`src/rtl/fwd_pkg.sv`:
```
// Shared constants and helpers for the forwarding / load-use hazard unit.
// Latency: n/a (declarations only).
// Backpressure: n/a.
package fwd_pkg;

   // Default register address width (32 architectural registers)
   localparam int DEFAULT_REG_AW = 5;

   // Select value meaning "take the operand from the register file"
   localparam int FWD_SEL_RF = 0;

   // Width of one select field: values 0..num_fwd must be encodable
   function automatic int fwd_sel_w(input int num_fwd);
      return $clog2(num_fwd + 1);
   endfunction

endpackage

```
`src/rtl/fwd_src_sel.sv`:
```
// Priority match of one EX source register against all forwarding stages.
// Latency: purely combinational.
// Backpressure: none; output follows the inputs every cycle.
module fwd_src_sel
   import fwd_pkg::*;
#(
   parameter int REG_AW  = DEFAULT_REG_AW,
   parameter int NUM_FWD = 2,
   parameter int SEL_W   = fwd_sel_w(NUM_FWD)
) (
   input  logic [REG_AW-1:0]         rs,
   input  logic [NUM_FWD*REG_AW-1:0] fwd_rd,
   input  logic [NUM_FWD-1:0]        fwd_regwrite,
   output logic [SEL_W-1:0]          sel
);

   // Scan oldest to youngest so the youngest matching stage is written last and wins
   always_comb begin
      sel = SEL_W'(FWD_SEL_RF);
      for (int k = NUM_FWD - 1; k >= 0; k--) begin
         if (fwd_regwrite[k] &&
             (fwd_rd[k*REG_AW +: REG_AW] != '0) &&
             (fwd_rd[k*REG_AW +: REG_AW] == rs)) begin
            sel = SEL_W'(k + 1);
         end
      end
   end

endmodule

```
`src/rtl/fwd_hazard_unit.sv`:
```
// Operand forwarding selects plus load-use stall for the integer pipeline; HAZARD_STATS_EN adds stall/forward counters.
// Latency: fwd_sel and stall are combinational; loads stay stall-visible for LD_LAT cycles after issue.
// Backpressure: stall holds PC and IF/ID and suppresses the tracker push of the held instruction.
module fwd_hazard_unit
   import fwd_pkg::*;
#(
   parameter int REG_AW  = DEFAULT_REG_AW,
   parameter int NUM_SRC = 2,
   parameter int NUM_FWD = 2,
   parameter int LD_LAT  = 1,
   localparam int SEL_W  = fwd_sel_w(NUM_FWD)
) (
   input  logic                       clk,
   input  logic                       reset,
   input  logic                       flush,
   input  logic [NUM_SRC*REG_AW-1:0]  ex_rs,
   input  logic                       id_valid,
   input  logic [NUM_SRC*REG_AW-1:0]  id_rs,
   input  logic                       issue_valid,
   input  logic                       issue_is_load,
   input  logic [REG_AW-1:0]          issue_rd,
   input  logic [NUM_FWD*REG_AW-1:0]  fwd_rd,
   input  logic [NUM_FWD-1:0]         fwd_regwrite,
   output logic [NUM_SRC*SEL_W-1:0]   fwd_sel,
   output logic                       stall
`ifdef HAZARD_STATS_EN
   ,
   output logic [31:0]                stall_cnt,
   output logic [31:0]                fwd_cnt
`endif
);

   logic [NUM_SRC*SEL_W-1:0] sel_raw;

   logic [LD_LAT-1:0] slot_vld_d, slot_vld_q;
   logic [REG_AW-1:0] slot_rd_d [LD_LAT];
   logic [REG_AW-1:0] slot_rd_q [LD_LAT];
   logic              push_vld;
   logic              hit;

   // One priority selector per source operand of the EX instruction
   for (genvar i = 0; i < NUM_SRC; i++) begin : g_src
      fwd_src_sel #(
         .REG_AW  (REG_AW),
         .NUM_FWD (NUM_FWD),
         .SEL_W   (SEL_W)
      ) u_src_sel (
         .rs           (ex_rs[i*REG_AW +: REG_AW]),
         .fwd_rd       (fwd_rd),
         .fwd_regwrite (fwd_regwrite),
         .sel          (sel_raw[i*SEL_W +: SEL_W])
      );
   end

   // Reset forces all operands back to the register file
   assign fwd_sel = reset ? '0 : sel_raw;

   // Compare every tracked load against every ID source
   always_comb begin
      hit = 1'b0;
      for (int j = 0; j < LD_LAT; j++) begin
         for (int i = 0; i < NUM_SRC; i++) begin
            if (slot_vld_q[j] && (slot_rd_q[j] == id_rs[i*REG_AW +: REG_AW])) begin
               hit = 1'b1;
            end
         end
      end
   end

   // Flush wins over a dependency so the squashed ID instruction never holds the pipe
   assign stall = ~reset & id_valid & ~flush & hit;

   // Only a load that actually advances into EX (not held by stall) with a real rd is tracked
   always_comb begin
      push_vld = issue_valid & ~stall & issue_is_load & (issue_rd != '0);
   end

   // Shift the tracker every cycle; bubbles enter as invalid and flush empties it
   always_comb begin
      slot_vld_d    = '0;
      slot_rd_d[0]  = issue_rd;
      slot_vld_d[0] = push_vld;
      for (int j = 1; j < LD_LAT; j++) begin
         slot_vld_d[j] = slot_vld_q[j-1];
         slot_rd_d[j]  = slot_rd_q[j-1];
      end
      if (flush) begin
         slot_vld_d = '0;
      end
   end

   // Tracker state, cleared immediately on reset
   always_ff @(posedge clk or posedge reset) begin
      if (reset) begin
         slot_vld_q <= '0;
         for (int j = 0; j < LD_LAT; j++) begin
            slot_rd_q[j] <= '0;
         end
      end else begin
         slot_vld_q <= slot_vld_d;
         for (int j = 0; j < LD_LAT; j++) begin
            slot_rd_q[j] <= slot_rd_d[j];
         end
      end
   end

`ifdef HAZARD_STATS_EN
   logic [31:0] stall_cnt_d, stall_cnt_q;
   logic [31:0] fwd_cnt_d,   fwd_cnt_q;

   // Free-running event counters; wrap naturally and survive flush
   always_comb begin
      stall_cnt_d = stall_cnt_q + {31'd0, stall};
      fwd_cnt_d   = fwd_cnt_q + {31'd0, (|fwd_sel)};
   end

   // Counter state
   always_ff @(posedge clk or posedge reset) begin
      if (reset) begin
         stall_cnt_q <= '0;
         fwd_cnt_q   <= '0;
      end else begin
         stall_cnt_q <= stall_cnt_d;
         fwd_cnt_q   <= fwd_cnt_d;
      end
   end

   assign stall_cnt = stall_cnt_q;
   assign fwd_cnt   = fwd_cnt_q;
`endif

endmodule

```
`config.mk`:
```
export PLATFORM = sky130hd
export DESIGN_NAME = fwd_hazard_unit
export DESIGN_NICKNAME = d
export VERILOG_FILES = /design/src/rtl/fwd_pkg.sv /design/src/rtl/fwd_src_sel.sv /design/src/rtl/fwd_hazard_unit.sv
export SDC_FILE = /design/constraint.sdc
export NUM_CORES = 1
export LEC_CHECK = 0
export ABC_AREA = 1
export CORE_ASPECT_RATIO = 1.4
export CORE_MARGIN = 10
export CORE_UTILIZATION = 35
export DETAILED_ROUTE_END_ITERATION = 8
export GPL_TIMING_DRIVEN = 1
export PLACE_DENSITY = 0.77
export SYNTH_ARGS = -nofsm -noshare
export SYNTH_HDL_FRONTEND = slang
export SYNTH_SLANG_ARGS = --single-unit
```
`constraint.sdc`:
```
create_clock -name clk -period 2.1 [get_ports clk]
set_clock_uncertainty 0.1 [all_clocks]
set_input_delay 0.42 -clock clk [delete_from_list [all_inputs] [get_ports clk]]
set_output_delay 0.42 -clock clk [all_outputs]
set_load 0.01 [all_outputs]
```
==> impl_metrics.ini <==
[logic_synthesis]
synthTopCellsByArea = nand2_1 25%, dfrtp_1 20%, xnor2_1 14%
synth_commonest_cells = 51 x nand2_1, 27 x inv_1, 12 x nor2_1, 12 x xnor2_1, 9 x nand3_1
synthDominantCellAreaShare_pct = 25.16
synthCells = 136
synth_most_common_cell = nand2_1
netlist_area_sq_um = 760.7
synth_edf_count = 0
synthFlopType = dfrtp_1
syn_area_per_cell_sq_um = 5.594
synth_cell_types = 18
synth-warning-count = 0
synth-seq-cells = 6
synth_largest_area_cell = nand2_1
ys_async_sr_fraction_pct = 100.0
synthesis.nets = 179
ys_seq_area_share_pct = 19.74

[placement]
hpwl_mm = 2.353
io_buffers = 47
gp_congestion = 0.8266
dpl.cell_count = 209

[critical_path]
crit_fanout = 2
end_kind = primary output
critical_path_required_ns = 1.58
cp-start-kind = input pin
cp.arrival_ns = 1.53
reg2reg_depth = 9
critPathKind = in -> out

[clock_tree]
h-tree-depth = 1
path_clk_slew_ns = 0.04
clk_latency_ns = 0.24
cts_tree = built
holdBufCountCts = 0
cts_root_buffer = clkbuf_4
cts_buffers = 3
clockBufferDepth = 2
clkSinkCount = 6

[power_and_ir_drop]
p_per_area_nw_per_um2 = 310.6
power_mw = 0.4182
peakVddDrop_mv = 0.2143
power_leakage_nw = 0.8019

[min_path]
hp-class = in -> async

[routing]
dr.first_iter.drc_count = 10
wirelength_mm = 2.653
vias = 979
final_antenna_net_count = 0
drcViolationCount = 0
wl_per_cell_microns = 12.40
viasPerCell = 4.575
dr.pass1.iters = 4

[outcome]
status = finished clean

[floorplanning]
fp.dieW_microns = 59.40
rows = 19
core_area_sq_um = 2021
start_util_pct = 37.65
boundaryPins = 48
die_h_microns = 75.16
die_area_sq_um = 4465

[timing]
fmax_ghz = 0.4873
tns_ns = 0
relSlewSlack_pct = 87.30
hold_violations = 0
layout_min_cycle_time_ns = 2.052
drv_slew = 0
fin_crit_sh_pct = 97.73
worst_pin_slew_ns = 0.1891
setup_viol = 0

[cells_and_area]
instances_no_fill = 214
fin_util_pct = 66.63
area_growth_syn_to_layout_pct = 76.97
n_antenna_cell = 0
drive_gt1_share_pct = 18.13
fin_nets = 238

[global_routing]
first_global_vias = 1098
antenna_found_initial = 0
grt_max_degree = 8
gr-total-overflow = 0
track_usage_pct = 12.55
grt_pass1_wl_mm = 4.284

[job]
cap_viol_max_count = 0
[final cells by class]
class / count / area [sq um]
fillers: 199 / 674.4
multi-input cells: 101 / 526.8
repair buffers: 54 / 511.7
flip-flops and latches: 6 / 150.1
inverters: 29 / 108.9
well taps: 21 / 26.28
clock buffers: 3 / 22.52
[what timing repair did]
item,in CTS,in global routing
buffers inserted,0,2
pin swaps,1,14
gates resized for setup,41,19
endpoints found under the setup margin,5,5
[worst max-delay path, stage by stage]
cell	delay [ns]
clkdlybuf4s50_1	0.47
inv_1	0.04
nand2_1	0.04
nand2_1	0.04
nor2_1	0.14
nand3_2	0.10
a21oi_2	0.13
buf_2	0.14
[metrics by stage]
stage | instance area, sq um | hold WS (ns) | worst slack, ns
detailed placement | 1295 | 0.6129 | -0.5061
global placement | 1295 | 0.5966 | -0.4961
floorplan | 760.7 | 0.1355 | 0.5456
CTS | 1284 | 0.4588 | -0.01790
global route | 1346 | 0.4383 | -0.01491
finish | 1346 | 0.4434 | 0.04770
[final timing paths]
kind | startpoint | to | slack [ns]
max | id_rs[2] | stall | 0.05
min | reset | slot_vld_q | 0.44
max reg2reg | slot_rd_q[3] | slot_vld_q | 0.75
min reg2reg | slot_vld_q | slot_vld_q | 0.65
max in group asynchronous | reset | slot_rd_q[2] | 1.35
min in group clk | issue_rd[1] | slot_rd_q[1] | 0.55
[where the power goes]
part / internal, mW / switching, mW
Sequential: 0.122 / 0.00407
Combinational: 0.104 / 0.0864
Clock: 0.0643 / 0.0372
[routing by layer]
metal	global-route usage [%]	share of wire [%]
met1	10.47	37
met2	20.74	46
met3	7.407	13
met4	10.49	3.3
met5	0	0
[layout by cell type, fill, tap and decap left out]
master,synthesis,layout
inv_2,2,6
nand4_1,2,2
buf_6,0,1
nor3_1,1,1
clkdlybuf4s15_2,0,1
or2_2,1,1
xor2_1,1,1
dlymetal6s2s_1,0,9
dfrtp_1,6,6
nor3_2,3,3
o21ai_1,0,1
nand2_2,1,1
a21oi_2,1,2
a21oi_1,2,1
clkdlybuf4s50_1,0,16
dlygate4sd2_1,0,17
nor2_2,1,4
clkbuf_4,0,3
xnor2_1,12,12
o21ai_2,0,1
nand3_1,9,7
or2_1,1,1
o21ai_0,3,1
buf_2,0,3
inv_1,27,23
nand2_1,51,51
nand3_2,0,2
nor2_1,12,9
buf_4,0,7
[cells by family (layout without fill, tap and decap cells)]
family	count (synthesis)	after routing	synth area share (%)
AOI/OAI and AO/OA	6	6	4.440
xor gates and xnor gates	13	13	14.97
buffers and inverters	29	86	14.31
DFF	6	6	19.74
and+or+nand+nor	82	82	46.55
[state kept, by name (all words and copies together) (netlist names)]
| name | count |
|---|---|
| slot_rd_q | 5 |
| slot_vld_q | 1 |
Note: power is estimated with default switching activity, not from simulation.
